==> src/rtl/concurrent_fifo_sync_flags.sv <==
// rtl/concurrent_fifo_sync_flags.sv - single-clock FIFO with fill count, threshold flags, sticky errors, optional FWFT
module concurrent_fifo_sync_flags #(
    parameter int DATA_WIDTH          = 8,
    parameter int DEPTH               = 16,
    parameter int ADDR_WIDTH          = 4,
    parameter int ALMOST_FULL_THRESH  = 14,
    parameter int ALMOST_EMPTY_THRESH = 2,
    parameter bit FWFT                = 1'b0
) (
    input  logic                  clk,
    input  logic                  reset,
    input  logic                  write_en,
    input  logic [DATA_WIDTH-1:0] write_data,
    input  logic                  read_en,
    output logic [DATA_WIDTH-1:0] read_data,
    output logic                  read_valid,
    output logic                  full,
    output logic                  empty,
    output logic                  almost_full,
    output logic                  almost_empty,
    output logic [ADDR_WIDTH:0]   count,
    output logic                  overflow,
    output logic                  underflow,
    input  logic                  clear_errors
);

    localparam logic [ADDR_WIDTH:0] PTR_ONE = {{ADDR_WIDTH{1'b0}}, 1'b1};
    localparam logic [ADDR_WIDTH:0] AF_TH   = (ADDR_WIDTH+1)'(ALMOST_FULL_THRESH);
    localparam logic [ADDR_WIDTH:0] AE_TH   = (ADDR_WIDTH+1)'(ALMOST_EMPTY_THRESH);

    if (DEPTH != 2**ADDR_WIDTH) begin : g_bad_depth
        $error("DEPTH must equal 2**ADDR_WIDTH");
    end
    if (ALMOST_FULL_THRESH > DEPTH) begin : g_bad_af
        $error("ALMOST_FULL_THRESH must not exceed DEPTH");
    end
    if (ALMOST_EMPTY_THRESH >= DEPTH) begin : g_bad_ae
        $error("ALMOST_EMPTY_THRESH must be below DEPTH");
    end

    logic [ADDR_WIDTH:0]   wr_ptr_q, wr_ptr_d;
    logic [ADDR_WIDTH:0]   rd_ptr_q, rd_ptr_d;
    logic                  overflow_q, overflow_d;
    logic                  underflow_q, underflow_d;
    logic [DATA_WIDTH-1:0] mem_q [DEPTH];

    logic [ADDR_WIDTH-1:0] wr_idx;
    logic [ADDR_WIDTH-1:0] rd_idx;
    logic                  wr_acc;
    logic                  rd_acc;

    assign wr_idx = wr_ptr_q[ADDR_WIDTH-1:0];
    assign rd_idx = rd_ptr_q[ADDR_WIDTH-1:0];

    // Flags come straight from the registered pointers, so they track post-edge state.
    assign empty        = (wr_ptr_q == rd_ptr_q);
    assign full         = (wr_ptr_q[ADDR_WIDTH] != rd_ptr_q[ADDR_WIDTH]) && (wr_idx == rd_idx);
    assign count        = wr_ptr_q - rd_ptr_q;
    assign almost_full  = (count >= AF_TH);
    assign almost_empty = (count <= AE_TH);
    assign overflow     = overflow_q;
    assign underflow    = underflow_q;

    assign wr_acc = write_en & ~full;
    assign rd_acc = read_en & ~empty;

    always_comb begin
        wr_ptr_d    = wr_ptr_q;
        rd_ptr_d    = rd_ptr_q;
        if (wr_acc) begin
            wr_ptr_d = wr_ptr_q + PTR_ONE;
        end
        if (rd_acc) begin
            rd_ptr_d = rd_ptr_q + PTR_ONE;
        end
        // A new error in the same cycle as clear_errors keeps the flag set.
        overflow_d  = (write_en & full) | (overflow_q & ~clear_errors);
        underflow_d = (read_en & empty) | (underflow_q & ~clear_errors);
    end

    always_ff @(posedge clk) begin
        if (reset) begin
            wr_ptr_q    <= '0;
            rd_ptr_q    <= '0;
            overflow_q  <= 1'b0;
            underflow_q <= 1'b0;
        end else begin
            wr_ptr_q    <= wr_ptr_d;
            rd_ptr_q    <= rd_ptr_d;
            overflow_q  <= overflow_d;
            underflow_q <= underflow_d;
        end
    end

    always_ff @(posedge clk) begin
        if (!reset && wr_acc) begin
            mem_q[wr_idx] <= write_data;
        end
    end

    if (FWFT) begin : g_fwft
        assign read_data  = empty ? '0 : mem_q[rd_idx];
        assign read_valid = ~empty;
    end else begin : g_std
        logic [DATA_WIDTH-1:0] read_data_q, read_data_d;
        logic                  read_valid_q, read_valid_d;

        always_comb begin
            read_data_d  = read_data_q;
            read_valid_d = rd_acc;
            if (rd_acc) begin
                read_data_d = mem_q[rd_idx];
            end
        end

        always_ff @(posedge clk) begin
            if (reset) begin
                read_data_q  <= '0;
                read_valid_q <= 1'b0;
            end else begin
                read_data_q  <= read_data_d;
                read_valid_q <= read_valid_d;
            end
        end

        assign read_data  = read_data_q;
        assign read_valid = read_valid_q;
    end

endmodule
==> config.mk <==
export PLATFORM = sky130hd
export DESIGN_NAME = concurrent_fifo_sync_flags
export DESIGN_NICKNAME = d
export VERILOG_FILES = /design/src/rtl/concurrent_fifo_sync_flags.sv
export SDC_FILE = /design/constraint.sdc
export NUM_CORES = 1
export LEC_CHECK = 0
export ABC_CLOCK_PERIOD_IN_PS = 7650
export BUFFER_PORTS_ARGS = -buffer_cell sky130_fd_sc_hd__buf_2
export CORE_MARGIN = 5
export CORE_UTILIZATION = 62
export DETAILED_ROUTE_END_ITERATION = 12
export GPL_TIMING_DRIVEN = 0
export PLACE_DENSITY = 0.89
export REMOVE_ABC_BUFFERS = 1
export SLEW_MARGIN = 0
export SYNTH_ARGS = -nofsm -noshare
export SYNTH_HDL_FRONTEND = slang
export SYNTH_SLANG_ARGS = --single-unit
==> constraint.sdc <==
create_clock -name clk -period 7.65 [get_ports clk]
set_input_delay 0.3825 -clock clk [delete_from_list [all_inputs] [get_ports clk]]
set_output_delay 0.3825 -clock clk [all_outputs]
set_load 0.02 [all_outputs]
# Word level (Yosys, flattened, before mapping)
# Memories as Yosys holds them, arrays and structs flattened. A register that Yosys moved wholly into a read port is not among the register bits.
# Index checks and enable logic that the tools add are counted.
[word_totals] reg_bits=13 ram_bits=128 in_bits=13 out_inout_bits=20 wordCells=30 mem_count=1
[op_classes] add_sub_neg=3 magnitude_cmp=2 eq_ne=3 muxes=2 n_bitwise=11 n_reduce_logical=3
[memory_table] memory="mem_q" depth=16 width=8 rd=1 rd_clocked_by_memory_dff=1 wr=1 line_no="45" source="logic [DATA_WIDTH-1:0] mem_q [DEPTH];"
[op_table] op="adder 5 x 1 -> 5 bit (second input constant)" n=2
[op_table] op="bitwise AND 1 bit" n=6
[op_table] op="equality test 5 bit" n=1
[op_table] op=">= comparator 5 x 4 -> 1 bit (second input constant)" n=1
[op_table] op="<= comparator 5 x 2 -> 1 bit (second input constant)" n=1
[op_table] op="subtractor 5 bit" n=1
[op_table] op="equality test 4 bit" n=1
[op_table] op="inverter 1 bit" n=3
[op_table] op="logical AND 1 bit" n=2
[op_table] op="two-way mux 1 bit" n=2
[op_table] op="OR 1 bit" n=2
[op_table] op="logical NOT 1 bit" n=1
[op_table] op="inequality test 1 bit" n=1

# Logic depth before layout (Yosys ltp)
[logic_depth] depth_word=7 depth_mapped=9 ltp_nobuf=8

# Least setup slack after synthesis
# Ideal clock, no wire load.
[synth_timing] kind="register to register" start="register rd_ptr_q[2]" end="memory mem_q[3][0], enable pin" setup_ps=383 arrival_ps=2636 required_time_ps=7267 slack_ps=4631 path_stages_with_launch=10 n_path_buf=3 period_less_slack_ps=3019 cell_sequence="dfxtp_1 buf_2 clkbuf_1 inv_1 ha_1 and4_1 clkbuf_1 a211oi_1 nand2_1 nor3_1"
[synth_between] elab_chain_cells=7
[synth_lines] item="start: declaration" line_no="42" source="logic [ADDR_WIDTH:0] rd_ptr_q, rd_ptr_d;"
[synth_lines] item="start signal: assignment" line_no="89" source="rd_ptr_q <= rd_ptr_d;"
[synth_lines] item="equality test 4 bit" line_no="57" source="assign full = (wr_ptr_q[ADDR_WIDTH] != rd_ptr_q[ADDR_WIDTH]) && (wr_idx == rd_idx);"
[synth_lines] item="logical AND 1 bit" line_no="57"
[synth_lines] item="inverter 1 bit" line_no="64" source="assign wr_acc = write_en & ~full;"
[synth_lines] item="bitwise AND 1 bit" line_no="64"
[synth_lines] item="logical AND 1 bit" line_no="96" source="if (!reset && wr_acc) begin"
[synth_lines] item="two-way mux 1 bit" line_no="96"
[synth_lines] item="two-way mux 1 bit (implied by the code)" line_no="97" source="mem_q[wr_idx] <= write_data;"
[synth_lines] item="end: declaration" line_no="45"
# Every way passes these cells.

# Worst setup path in the final report
[layout_timing] start="register rd_ptr_q[0]" end="memory mem_q[1][0], enable pin"
# Same word-level chain as after synthesis.

==> impl_metrics.yaml <==
route:
  drtAntennaViolNets: 0
  avgRoutedWirePerCell_um: 23.7
  routed_wl_um: 13400
  drcViolationCount: 0
  firstDrtPassIters: 5
  viasPerCell: 6.43
  drt_iter0_markers: 419
  vias: 3645
pwr:
  p_switching_mw: 0.518
  powerDensity_nw_per_um2: 287
  p_leak_nw: 2.21
  p_int_mw: 1.45
  clkPwrFrac_pct: 38.9
  seqPwrFrac_pct: 47.5
  ir_worst_vdd_uv: 151
  p_comb_share_pct: 13.6
  swShare_pct: 26.3
  power_mw: 1.97
floorplan:
  core_um2: 9640
  ioPinCount: 33
  die_area_um2: 11800
  die_height_um: 109
  start_util_pct: 62.8
  rows: 36
  die_w_um: 109
placed_design:
  dp.cells: 535
  gp_congestion: 0.847
  post-place-ws_ns: 3.55
  place_area_um2: 6310
  port_buffers: 32
  dp_hpwl_um: 7910
layout:
  instances_no_fill: 567
  drive_above_1_share_pct: 17.5
  final_util_pct: 71.2
  finalNetCount: 444
  syn2layout_area_growth_pct: 13.3
  stdcell_area_um2: 6860
  seqCellArea_um2: 4270
  multi_input_area_um2: 1660
  antenna-diode-count: 0
  nFillCells: 589
timing:
  period_minus_slack_ns: 4.22
  slew_headroom_pct: 8.07
  slew_viol_final: 0
  fin_crit_sh_pct: 55.1
  tightestPinTransition_ns: 1.38
  whs_ns: 0.120
  finalSetupViolCount: 0
  finalSetupTns_ns: 0
  finalHoldViolCount: 0
  max_freq_mhz: 237
  fin_skew_ns: 0.0106
  fin_ws_ns: 3.43
  rsz0062_at_grt: "no"
setup_path:
  cp_max_fo: 25
  critical-path-max-stage-delay_ns: 1.23
  crit_path_top_delay_cell: "dfxtp_1"
  end_kind: "flop"
  path_cells: "ha_1 -> and4_1 -> a211oi_1 -> nand2_1 -> nor3_1"
  critical_path_class: "reg2reg"
  cp.required_ns: 7.79
  worstSetupStartpointType: "flop"
  crit_arrival_ns: 4.36
global_route:
  first_global_vias: 3662
  grt_usage_pct: 24.4
  grt_pass1_wl_um: 20300
  antenna_found_initial: 0
  gr-total-overflow: 0
  grt_max_degree: 32
cts:
  root_buffer: "clkbuf_8"
  clk-insertion-delay-late_ns: 0.54
  ctsHoldBuffers: 0
  cts_htree_levels: 4
  cts.sinks: 149
  cts_tree: "yes"
  cts.repair.resized: 0
  path_clk_slew_ns: 0.06
  cts_buffer_depth: 2
  cts_setup_buffers: 0
  cts_made_buffers: 17
yosys:
  synth_edf_count: 128
  syn_inst: 389
  synth.area.top_cells: "edfxtp_1, mux2i_1, dfxtp_1"
  yosysTopAreaCell: "edfxtp_1"
  yosysWarnings: 0
  synth_top_area_share_pct: 63.5
  synth-seq-cells: 149
  yosysSeqAreaShare_pct: 70.4
  synth-main-ff-cell: "edfxtp_1"
  syn-cell-area_um2: 6050
  synth_area_per_cell_um2: 15.6
  synth_cell_types: 39
  async_reset_ff_share_pct: 0
run:
  maxCapViolCount: 0
hold_path:
  hp-class: "in2reg"
outcome:
  status: "complete, no violations"
==> cell usage in the layout (no fill, tap or decap), types with 3 or more instances in the layout <==
master	synthesis	final
edfxtp_1	128	128
mux2i_1	49	49
nor2_1	34	34
buf_2	7	32
dfxtp_1	21	19
o22ai_1	16	16
clkbuf_16	0	16
a211oi_1	12	12
nor3_1	12	12
o21ai_0	11	11
inv_1	10	10
ha_1	9	9
xnor2_1	8	8
mux4_2	8	8
a221oi_1	8	8
nand2_1	7	7
a21oi_1	5	5
nor2b_1	4	4
clkinv_4	0	4
clkinvlp_4	0	4
nand3_1	3	3
clkbuf_8	0	3
==> final timing paths <==
path	end	depth (start not counted)	startpoint	slack, ns
worst max-delay path	mem_q[1][0]	5	rd_ptr_q[0]	3.43
worst min-delay path	overflow	3	write_en	0.12
worst max register to register	mem_q[1][0]	5	rd_ptr_q[0]	3.43
worst min register to register	read_data[1]	2	read_data[1]	0.53
==> synthesized netlist by cell type (4+ instances only) <==
| master | n |
|---|---|
| o22ai_1 | 16 |
| buf_2 | 7 |
| ha_1 | 9 |
| mux2i_1 | 49 |
| nor3_1 | 12 |
| a211oi_1 | 12 |
| a21oi_1 | 5 |
| inv_1 | 10 |
| nand2_1 | 7 |
| edfxtp_1 | 128 |
| dfxtp_1 | 21 |
| nor2b_1 | 4 |
| o21ai_0 | 11 |
| a221oi_1 | 8 |
| clkbuf_1 | 9 |
| nor2_1 | 34 |
| mux4_2 | 8 |
| xnor2_1 | 8 |
==> cell families (layout without fill, tap and decap cells) <==
family / after synthesis / count (layout) / share of synthesized area [%]
flip-flops: 149 / 149 / 70.4
buffers and inverters: 30 / 75 / 2.19
XOR/XNOR: 11 / 11 / 1.72
adder cells (fa/ha/maj): 10 / 10 / 2.19
multiplexers: 57 / 57 / 11.1
AO/OA/AOI/OAI: 61 / 61 / 6.94
AND/OR/NAND/NOR: 71 / 71 / 5.46
==> power by group through the flow <==
stage	logic [mW]	clock network (mW)	registers (mW)
6_report	0.267	0.767	0.935
5_1_grt	0.287	0.804	0.936
4_1_cts	0.265	0.773	0.934
3_5_place_dp	0.261	0	0.950
3_3_place_gp	0.243	0	0.954
2_1_floorplan	0.156	0	0.960
==> worst max-delay path, delay by kind of cell, from the launching register on <==
kind | cells | cell delay (ns)
flip-flops | 1 | 1.23
AND/OR/NAND/NOR | 3 | 1.60
AO/OA/AOI/OAI | 1 | 0.53
adder cells (fa/ha/maj) | 1 | 0.44
==> sequential cells by signal, summed over array words and instances, names as in the netlist <==
register	cells
mem_q	128
underflow	1
overflow	1
read_data	8
rd_ptr_q	5
wr_ptr_q	5
read_valid	1
==> layout make-up <==
| class | count | area share [%] |
|---|---|---|
| well taps | 133 | 2.42 |
| multi-input cells | 210 | 24.2 |
| flip-flops and latches | 149 | 62.2 |
| clock buffers | 21 | 6.55 |
| inverters | 10 | 0.547 |
| repair buffers | 33 | 2.63 |
| clock inverters | 11 | 1.53 |
==> layer usage <==
metal	global-route usage, %	share of wire, %	wire (µm)	up-vias
met2	39.6	49	6630	236
met1	29.7	37	4960	1797
met5	0	0	0	-
met3	6.57	8.8	1180	44
li1	-	-	-	1568
met4	14.1	4.9	665	0
Note: power is estimated with default switching activity, not from simulation.
